File: config.mk
export PLATFORM = sky130hd
export DESIGN_NAME = fpu_issue_ctrl
export DESIGN_NICKNAME = d
export VERILOG_FILES = /design/src/rtl/fpu_issue_ctrl.sv
export SDC_FILE = /design/constraint.sdc
export NUM_CORES = 1
export LEC_CHECK = 0
export ABC_AREA = 1
export CORE_MARGIN = 3
export CORE_UTILIZATION = 45
export DETAILED_ROUTE_END_ITERATION = 8
export PLACE_DENSITY = 0.78
export SLEW_MARGIN = 20
export SYNTH_ARGS = -nofsm -noshare
export SYNTH_HDL_FRONTEND = slang
export SYNTH_SLANG_ARGS = --single-unit
File: constraint.sdc
create_clock -name clk_i -period 6.8 [get_ports clk_i]
set_clock_uncertainty 0.15 [all_clocks]
set_input_delay 1.36 -clock clk_i [delete_from_list [all_inputs] [get_ports clk_i]]
set_output_delay 1.36 -clock clk_i [all_outputs]
set_load 0.02 [all_outputs]
File: src/rtl/fpu_issue_ctrl.sv
// fpu_issue_ctrl: issue/collect front end for the combinational bf16 FPU.
// Accepts one request at a time over req_valid/req_ready, holds the operator
// and operands on the FPU for EXEC_CYCLES cycles, captures the result and
// queues {result, rd, is_int} in an in-order response FIFO toward writeback.
//
// Ports:
//   clk_i, rst_i                 clock, async active-high reset
//   req_valid_i / req_ready_o    request handshake
//   req_op_i, req_a_i, req_b_i   operation and operands (bf16 in [31:16])
//   req_mode_i, req_rd_i         conversion mode, destination register tag
//   flush_i                      kill in-flight op and queued responses
//   fpu_operator_o, fpu_operand_a_o, fpu_operand_b_o, fpu_mode_o  to FPU
//   fpu_result_i                 from FPU
//   rsp_valid_o / rsp_ready_i    response handshake (FIFO head)
//   rsp_result_o, rsp_rd_o, rsp_is_int_o  head payload
//   busy_o                       op in flight or responses pending

package fpu_issue_pkg;

  typedef enum logic [3:0] {
    FP_ALU_ADD   = 4'd0,
    FP_ALU_SUB   = 4'd1,
    FP_ALU_MUL   = 4'd2,
    FP_ALU_DIV   = 4'd3,
    FP_ALU_MIN   = 4'd4,
    FP_ALU_MAX   = 4'd5,
    FP_ALU_SGNJ  = 4'd6,
    FP_ALU_CMP   = 4'd7,
    FP_ALU_CLASS = 4'd8,
    FP_ALU_CVT   = 4'd9
  } fp_alu_op_e;

  typedef struct packed {
    logic [31:0] result;
    logic [4:0]  rd;
    logic        is_int;
  } rsp_entry_t;

endpackage

module fpu_issue_ctrl
  import fpu_issue_pkg::*;
#(
  parameter int unsigned EXEC_CYCLES = 1,
  parameter int unsigned RSP_DEPTH   = 2
) (
  input  logic        clk_i,
  input  logic        rst_i,
  input  logic        req_valid_i,
  output logic        req_ready_o,
  input  fp_alu_op_e  req_op_i,
  input  logic [31:0] req_a_i,
  input  logic [31:0] req_b_i,
  input  logic [1:0]  req_mode_i,
  input  logic [4:0]  req_rd_i,
  input  logic        flush_i,
  output fp_alu_op_e  fpu_operator_o,
  output logic [31:0] fpu_operand_a_o,
  output logic [31:0] fpu_operand_b_o,
  output logic [1:0]  fpu_mode_o,
  input  logic [31:0] fpu_result_i,
  output logic        rsp_valid_o,
  input  logic        rsp_ready_i,
  output logic [31:0] rsp_result_o,
  output logic [4:0]  rsp_rd_o,
  output logic        rsp_is_int_o,
  output logic        busy_o
);

  localparam int unsigned CNT_W  = (EXEC_CYCLES > 1) ? $clog2(EXEC_CYCLES) : 1;
  localparam int unsigned PTR_W  = $clog2(RSP_DEPTH);
  localparam int unsigned FILL_W = $clog2(RSP_DEPTH + 1);

  localparam logic [CNT_W-1:0]  CNT_INIT  = CNT_W'(EXEC_CYCLES - 1);
  localparam logic [PTR_W-1:0]  PTR_LAST  = PTR_W'(RSP_DEPTH - 1);
  localparam logic [FILL_W-1:0] FILL_FULL = FILL_W'(RSP_DEPTH);
  localparam logic [FILL_W-1:0] FILL_LAST = FILL_W'(RSP_DEPTH - 1);

  typedef enum logic {
    IDLE = 1'b0,
    EXEC = 1'b1
  } state_e;

  state_e            state_q, state_d;
  logic [CNT_W-1:0]  cnt_q, cnt_d;
  logic [4:0]        rd_q;
  logic              is_int_q;

  rsp_entry_t        mem_q [RSP_DEPTH];
  logic [PTR_W-1:0]  wr_ptr_q, rd_ptr_q;
  logic [FILL_W-1:0] count_q;

  logic accept, capture, pop, exec_done, req_is_int;
  rsp_entry_t head;

  function automatic logic [PTR_W-1:0] ptr_inc(input logic [PTR_W-1:0] p);
    return (p == PTR_LAST) ? '0 : p + PTR_W'(1);
  endfunction

  // Results that land in the integer regfile
  always_comb begin
    req_is_int = 1'b0;
    case (req_op_i)
      FP_ALU_CLASS, FP_ALU_CMP: req_is_int = 1'b1;
      FP_ALU_CVT:               req_is_int = !req_mode_i[1];
      default:                  req_is_int = 1'b0;
    endcase
  end

  // Issue FSM state register
  always_ff @(posedge clk_i or posedge rst_i) begin
    if (rst_i) begin
      state_q <= IDLE;
      cnt_q   <= '0;
    end else begin
      state_q <= state_d;
      cnt_q   <= cnt_d;
    end
  end

  // Next state, handshake and capture decode; flush overrides everything
  always_comb begin
    state_d     = state_q;
    cnt_d       = cnt_q;
    req_ready_o = 1'b0;
    exec_done   = (state_q == EXEC) && (cnt_q == '0);

    case (state_q)
      IDLE:    req_ready_o = (count_q < FILL_FULL);
      // A back-to-back accept coincides with a push, so one extra slot is needed
      EXEC:    req_ready_o = (cnt_q == '0) && (count_q < FILL_LAST);
      default: req_ready_o = 1'b0;
    endcase
    if (flush_i || rst_i) req_ready_o = 1'b0;

    accept  = req_valid_i && req_ready_o;
    capture = exec_done && !flush_i;

    if (flush_i) begin
      state_d = IDLE;
      cnt_d   = '0;
    end else if (accept) begin
      state_d = EXEC;
      cnt_d   = CNT_INIT;
    end else if (exec_done) begin
      state_d = IDLE;
    end else if (state_q == EXEC) begin
      cnt_d = cnt_q - CNT_W'(1);
    end
  end

  // FPU operand/operator registers and per-op tags, loaded on accept only
  always_ff @(posedge clk_i or posedge rst_i) begin
    if (rst_i) begin
      fpu_operator_o  <= FP_ALU_ADD;
      fpu_operand_a_o <= '0;
      fpu_operand_b_o <= '0;
      fpu_mode_o      <= '0;
      rd_q            <= '0;
      is_int_q        <= 1'b0;
    end else if (accept) begin
      fpu_operator_o  <= req_op_i;
      fpu_operand_a_o <= req_a_i;
      fpu_operand_b_o <= req_b_i;
      fpu_mode_o      <= req_mode_i;
      rd_q            <= req_rd_i;
      is_int_q        <= req_is_int;
    end
  end

  assign pop = (count_q != '0) && rsp_ready_i;

  // Response FIFO (circular buffer)
  always_ff @(posedge clk_i or posedge rst_i) begin
    if (rst_i) begin
      wr_ptr_q <= '0;
      rd_ptr_q <= '0;
      count_q  <= '0;
      for (int i = 0; i < int'(RSP_DEPTH); i++) mem_q[i] <= '0;
    end else if (flush_i) begin
      wr_ptr_q <= '0;
      rd_ptr_q <= '0;
      count_q  <= '0;
    end else begin
      if (capture) begin
        mem_q[wr_ptr_q] <= '{result: fpu_result_i, rd: rd_q, is_int: is_int_q};
        wr_ptr_q        <= ptr_inc(wr_ptr_q);
      end
      if (pop) rd_ptr_q <= ptr_inc(rd_ptr_q);
      if (capture && !pop)      count_q <= count_q + FILL_W'(1);
      else if (!capture && pop) count_q <= count_q - FILL_W'(1);
    end
  end

  assign head         = mem_q[rd_ptr_q];
  assign rsp_valid_o  = (count_q != '0);
  assign rsp_result_o = head.result;
  assign rsp_rd_o     = head.rd;
  assign rsp_is_int_o = head.is_int;
  assign busy_o       = (state_q == EXEC) || (count_q != '0);

  // The accept guard must make a push into a full FIFO impossible
  a_no_overflow: assert property (@(posedge clk_i) disable iff (rst_i)
                                  !(capture && (count_q == FILL_FULL)));

endmodule

-- Word level (Yosys, flattened, before mapping)
Cells that the tools add are included.
- $add $sub $neg: 5
- magnitude comparators: 5
- eq/ne operators: 4
- multiplexer cells: 25
- bitwise logic cells: 5
- reduce and logical (&&, ||, !) cells: 23
- operators with widths (operator ; number):
    $mux 38 ; 4
    $bwmux 76 ; 1
    $demux 38 s1 ; 1
    $mux 1 ; 14
    $reduce_bool 3->1 ; 3
    $eq 4x4->1 const B ; 2
    $logic_and 1x1->1 ; 8
    $mux 2 ; 3
    $reduce_bool 2->1 ; 3
    $eq 4x3->1 const B ; 1
    $ge 2x2->1 const B ; 2
    $logic_not 1->1 ; 4
    $lt 2x1->1 const B ; 2
    $not 1->2 ; 2
    $pmux 1 s2 ; 2
    $reduce_and 2->1 ; 2
    $ne 3x3->1 const B ; 1
    $not 1->1 ; 3
    $add 1x1->1 const B ; 2
    $add 2x1->2 const B ; 1
    $logic_or 1x1->1 ; 2
    $lt 2x2->1 const B ; 1
    $reduce_or 2->1 ; 1
    $sub 2x1->2 const B ; 1
    $sub 1x1->1 const B ; 1
- flip-flop bits (word level): 158
- word-level logic and storage cells: 84

-- Logic depth before layout (Yosys ltp)
Gate-level depths: netlist of the first run.
- depth after elaboration: 8
- mapped depth: 9
- gate-level depth less buffers: 9

-- Least setup slack after synthesis of the first run
No wires, ideal clock.
- path kind: input port to output port
- start: in rst_i
- end: out req_ready_o
- arrival time: 2.026 ns
- required time: 5.290 ns
- path slack: 3.264 ns
- stages: 4
- buffers on the path: 2
- cells stage by stage: nor2_1 a21boi_2 buf_8 buf_12
- longest elaborated chain between the ends: 2
- ends and longest elaborated chain (item ; line ; source):
    start, declared ; 48 ; input logic rst_i,
    $logic_or 1x1->1 ; 134 ; if (flush_i || rst_i) req_ready_o = 1'b0;
    $mux 1 ; 134 ;
    end, declared ; 50 ; output logic req_ready_o,
Every way passes these cells.

-- Worst setup path in the final report of the first run
Ends and elaborated chain as after synthesis.

==> results.cfg, run 1 <==
[power]
p_comb_share_pct = 42.3
switchingPower_mw = 1.559
leakage_nw = 4.755
p_total_mw = 4.280
p_int_mw = 2.721
pwr-share-seq_pct = 36.6
swShare_pct = 36.43
ir_drop_uv = 296.3
powerDensity_nw_per_um2 = 433.4
clkPwrFrac_pct = 21.2

[synth]
syn_avg_cell_area_um2 = 9.004
synth_seq_cells = 158
yosysUniqueCellTypes = 20
yosysWarnings = 0
syn_inst = 789
synth_nets = 903
synth_area_um2 = 7104
yosysSeqAreaShare_pct = 55.65

[drt]
drt_iter0_markers = 351
wl_um = 17340
vias_per_cell = 4.734
via_count = 5747
ant_nets = 0
route.detailed.drc = 0
wl_per_cell_um = 14.29
dr.pass1.iters = 4

[cts]
numCtsBuffers = 17
cts.sinks = 158
insertion_delay_ps = 410
cts.clk_slew.worst_paths_ps = 60
cts_resized = 0
cts_max_path_buffers = 2
post_cts_buffers = 0
ctsHoldBuffers = 0
htreeDepth = 4
cts_tree = yes
root_buffer = clkbuf_16

[worst_setup_path]
cpPeakStageDelay_ps = 770
cpMostUsedCell = clkdlybuf4s50_1
critPathLaunchType = primary input
r2r_start = count_q[0]$_DFFE_PP0P_
crit_slowest_cell = clkdlybuf4s50_1
worstSetupPathType = in2out
crit_fanout = 13
cp_num_buf_inv = 2
end_kind = output pin
cp_data_arrival_time_ps = 3370
crit_chain = clkdlybuf4s50_1 -> nor2_1 -> a21boi_4 -> clkdlybuf4s50_1
required_ps = 5290
path_delay_family = buffers and inverters
crit_path_start = rst_i

[grt]
grt_max_degree = 109
grt_pass1_vias = 5653
grt_overflow = 0
grt_use_total_pct = 20.49
grt_pass1_wl_um = 28990
antenna_found_initial = 0

[sta]
max_slew_margin_pct = 36.03
hold_viol = 0
timing.final.crit_share_pct = 71.80
setup_viol = 0
fin_hold_ws_ps = 326.7
layout_min_cycle_time_ps = 4883
maxSlewViolCount = 0
setup_tns_ps = 0
rsz0062_at_grt = false
tightest_slew_ps = 959.5
clock.fmax_ghz = 0.2048

[placed_design]
io_buffers = 222
placed_area_um2 = 9304
place_hpwl_um = 11620
gp_congestion = 0.7729

[status]
outcome = completed

[finish]
area_growth_pct = 39.01
layout-drive-gt1-share_pct = 11.57
final_net_count = 1104
diodes = 0
design_area_um2 = 9876

[floorplanning]
ios = 223
die_area_um2 = 17330
die_y_um = 131.6
die_x_um = 131.6
core_um2 = 15310
rows = 45
initial_core_util_pct = 46.39

[min_path]
hp-class = reg2reg
min_from = fpu_operator_o[0]$_DFFE_PP0P_

[run]
cap_violations = 0
power groups by stage:
stage / clock network [mW] / registers [mW] / logic [mW]
after floorplan: 0 / 1.77 / 0.773
after global placement: 0 / 1.56 / 1.81
after detailed placement: 0 / 1.57 / 1.83
after CTS: 0.934 / 1.57 / 1.84
after global routing: 0.974 / 1.61 / 1.98
final: 0.907 / 1.56 / 1.81
layer usage:
| metal | global-route usage (%) | routed length [µm] | share of wire (%) | vias up |
|---|---|---|---|---|
| met3 | 8.691 | 1699 | 9.8 | 13 |
| met1 | 26.65 | 7507 | 43 | 2678 |
| met2 | 31.72 | 7926 | 46 | 186 |
| li1 | - | - | - | 2870 |
| met4 | 5.426 | 210 | 1.2 | 0 |
| met5 | 0 | 0 | 0 | - |
sequential cells by signal, indices dropped and copies added, names as in the netlist:
| signal | flops |
|---|---|
| fpu_operand_b_o | 32 |
| mem_q | 76 |
| fpu_operand_a_o | 32 |
| fpu_operator_o | 4 |
| rd_ptr_q | 1 |
| rd_q | 5 |
| wr_ptr_q | 1 |
| is_int_q | 1 |
| state_q | 1 |
| fpu_mode_o | 2 |
| count_q | 2 |
| cnt_q | 1 |
cell type report:
| cell class | instances | area, µm² |
|---|---|---|
| Fill cell | 1288 | 5439 |
| Sequential cell | 158 | 3954 |
| Multi-Input combinational cell | 530 | 2603 |
| Timing Repair Buffer | 230 | 2280 |
| Clock buffer | 24 | 491.7 |
| Tap cell | 211 | 264.0 |
| Inverter | 53 | 203.9 |
| Clock inverter | 8 | 80.08 |
path summary, 6_finish.rpt:
check	to	slack [ps]	cells past startpoint
max	req_ready_o	1920	4
min	fpu_operator_o[0]$_DFFE_PP0P_	330	2
max reg2reg	fpu_operand_b_o[5]$_DFFE_PP0P_	4230	7
min reg2reg	fpu_operator_o[0]$_DFFE_PP0P_	330	2
max in group asynchronous	fpu_operator_o[1]$_DFFE_PP0P_	3800	3
min in group asynchronous	fpu_operand_b_o[12]$_DFFE_PP0P_	1460	2
synthesized netlist by cell type:
| cell type | count | share of area, % |
|---|---|---|
| nand2_1 | 354 | 19 |
| dfrtp_1 | 158 | 56 |
| o21ai_0 | 17 | 1.2 |
| buf_4 | 4 | 0.42 |
| buf_8 | 1 | 0.21 |
| nor2_4 | 1 | 0.16 |
| nor3_1 | 1 | 0.070 |
| nand3_2 | 72 | 10 |
| inv_1 | 50 | 2.6 |
| ha_1 | 2 | 0.35 |
| clkbuf_1 | 12 | 0.63 |
| nor2_1 | 2 | 0.11 |
| a21oi_1 | 2 | 0.14 |
| buf_6 | 1 | 0.16 |
| o21ai_1 | 67 | 4.7 |
| buf_2 | 23 | 1.6 |
| a21boi_2 | 1 | 0.16 |
| inv_2 | 3 | 0.16 |
| nand3_1 | 11 | 0.77 |
| buf_12 | 7 | 2.0 |
through the flow:
step           instances  worst slack [ps]  util [%]
3_3_place_gp        1182              1881     60.75
4_1_cts             1214              1887     64.49
2_1_floorplan        789              1027         -
6_report            1214              1917     64.49
3_5_place_dp        1182              1901     60.75
5_1_grt             1214              1836     64.49
logic make-up (layout without fill, tap and decap cells):
logic type      count (synthesis)  in the layout  synth area share, %
simple gates                  441            441                29.96
buf+inv                       101            315                7.819
flops                         158            158                55.65
compound gates                 87             87                6.217
fa+ha+maj                       2              2               0.3522
tightest hold or removal path, cell delays in order, from the launching register on:
cell	delay (ps)
dfrtp_1	340
nand2_1	50
nand2_1	50
cell usage in the layout, fill, tap and decap left out:
master / instances
buf_4: 9
clkbuf_16: 17
clkinvlp_4: 3
bufinv_16: 1
clkdlybuf4s50_1: 221
inv_1: 49
inv_2: 3
dfrtp_1: 158
o21ai_1: 67
ha_1: 2
o21ai_0: 17
nor3_1: 1
clkbuf_8: 4
nor2_1: 2
inv_6: 3
nand3_1: 11
nand3_2: 72
a21boi_4: 1
clkinv_2: 2
nand2_1: 354
nor2_4: 1
a21oi_1: 2
clkbuf_1: 3
Note: power is estimated with default switching activity, not from simulation.
==> run 2: changes to the inputs <==
--- a/config.mk
+++ b/config.mk
@@ -7,9 +7,9 @@
 export LEC_CHECK = 0
 export ABC_AREA = 1
 export CORE_MARGIN = 3
-export CORE_UTILIZATION = 45
+export CORE_UTILIZATION = 42
 export DETAILED_ROUTE_END_ITERATION = 8
-export PLACE_DENSITY = 0.78
+export PLACE_DENSITY = 0.76
 export SLEW_MARGIN = 20
 export SYNTH_ARGS = -nofsm -noshare
 export SYNTH_HDL_FRONTEND = slang
==> constraint.sdc (replaced) <==
create_clock -name clk_i -period 4.1 [get_ports clk_i]
set_clock_uncertainty 0.15 [all_clocks]
set_input_delay 0.82 -clock clk_i [delete_from_list [all_inputs] [get_ports clk_i]]
set_output_delay 0.82 -clock clk_i [all_outputs]
set_load 0.02 [all_outputs]
==> results.cfg, run 2 (synthesis gave the netlist of run 1 again) <==
[cts]
root_buffer = clkbuf_16
insertion_delay_ps = 410
cts_resized = 0
ctsHoldBuffers = 0
cts_max_path_buffers = 2
numCtsBuffers = 17
cts_tree = yes
cts.clk_slew.worst_paths_ps = 60
cts.sinks = 158
post_cts_buffers = 0
htreeDepth = 4

[sta]
setup_tns_ps = 0
layout_min_cycle_time_ps = 3356
clock.fmax_ghz = 0.2980
hold_viol = 0
rsz0062_at_grt = false
max_slew_margin_pct = 32.14
tightest_slew_ps = 1018
setup_viol = 0
setup_ws_ps = 744.2
timing.final.crit_share_pct = 81.85
maxSlewViolCount = 0
fin_hold_ws_ps = 327.6

[floorplanning]
ios = 223
core_um2 = 16230
die_area_um2 = 18510
die_x_um = 136.1
initial_core_util_pct = 43.77
rows = 46
die_y_um = 136.1

[min_path]
hold_path_depth = 2
min_to = fpu_operand_b_o[13]$_DFFE_PP0P_
min_from = fpu_operand_b_o[13]$_DFFE_PP0P_
hp-class = reg2reg

[drt]
via_count = 5733
route.detailed.drc = 0
dr.pass1.iters = 5
wl_um = 17620
wl_per_cell_um = 14.41
ant_nets = 0
vias_per_cell = 4.688
drt_iter0_markers = 356

[worst_setup_path]
cpPeakStageDelay_ps = 640
critPathLaunchType = primary input
rrSetupSlack_ps = 1790
r2r_start = count_q[0]$_DFFE_PP0P_
crit_chain = clkdlybuf4s50_1 -> nor2_1 -> a21boi_4 -> clkdlybuf4s50_1
rr_worst_depth = 8
cpMostUsedCell = clkdlybuf4s50_1
r2r_end = fpu_operand_b_o[11]$_DFFE_PP0P_
required_ps = 3130
cp_data_arrival_time_ps = 2390
crit_fanout = 5
worstSetupPathType = in2out
end_kind = output pin
crit_slowest_cell = clkdlybuf4s50_1

[finish]
final_common_cell = nand2_1
regMostFlops = mem_q
largestRegisters = mem_q x76, fpu_operand_a_o x32, fpu_operand_b_o x32
area_growth_pct = 40.49
diodes = 0
largest_reg_flops = 76
layout-drive-gt1-share_pct = 12.02
final_cell_mix = nand2_1 (354), clkdlybuf4s50_1 (221), dfrtp_1 (158)
num-fill-cells = 1375
final_net_count = 1108

[grt]
grt_overflow = 0
grt_pass1_vias = 5733
grt_max_degree = 159
antenna_found_initial = 0
grt_pass1_wl_um = 28770
grt_use_total_pct = 19.49

[placed_design]
io_buffers = 222
place_hpwl_um = 11570
dp_slack_ps = 731.9
gp_congestion = 0.7554

[run]
cap_violations = 0

[power]
powerDensity_nw_per_um2 = 719.8
leakage_nw = 4.794
ir_drop_uv = 390.5
p_total_mw = 7.185

[status]
outcome = completed
## run 2: cell count changes in the layout (fill, tap and decap cells not counted), sizes merged
cell	previous run	this run
clkinv	2	3
inv	55	52
clkbuf	24	23
buf	9	13
bufinv	1	2
clkinvlp	3	5
## run 2: per-stage QoR
step	util [%]	cell area, µm²	instances
4_1_cts	61.32	9953	1222
2_1_floorplan	-	7108	789
5_1_grt	61.49	9981	1223
3_3_place_gp	57.65	9356	1190
3_5_place_dp	57.65	9356	1190
6_report	61.49	9981	1223
## run 2: how the worst max path moves through the flow
stage	to	depth (start not counted)	startpoint
floorplan	cnt_q$_DFFE_PP0P_	1	rst_i
global placement	req_ready_o	4	flush_i
detailed placement	req_ready_o	4	flush_i
CTS	req_ready_o	4	flush_i
global route	req_ready_o	4	flush_i
finish	req_ready_o	4	flush_i
## run 2: critical path: cells and delay by family
family,cells,cell delay [ps]
buffers and inverters,2,1150
AO/OA/AOI/OAI,1,210
AND/OR/NAND/NOR,1,200
## run 2: metal layers
layer,GRT usage (%),vias up,part of all wire [%]
met4,5.263,0,0.99
li1,-,2883,-
met1,25.99,2638,45
met3,8.031,14,10
met2,29.50,198,44
met5,0,-,0
## run 2: area by class of cell
cell class / count / area (µm²) / share of cell area [%]
clock inverter: 9 / 108.9 / 1.091
sequential: 158 / 3954 / 39.61
inverter: 53 / 202.7 / 2.031
multi-input combinational: 530 / 2603 / 26.08
tap: 216 / 270.3 / 2.708
timing repair buffer: 234 / 2355 / 23.59
clock buffer: 23 / 488.0 / 4.889
## run 2: power breakdown
| group | internal [mW] | switching, mW |
|---|---|---|
| clock network | 0.961 | 0.608 |
| registers | 2.23 | 0.360 |
| logic | 1.39 | 1.63 |
| total | 4.58 | 2.60 |
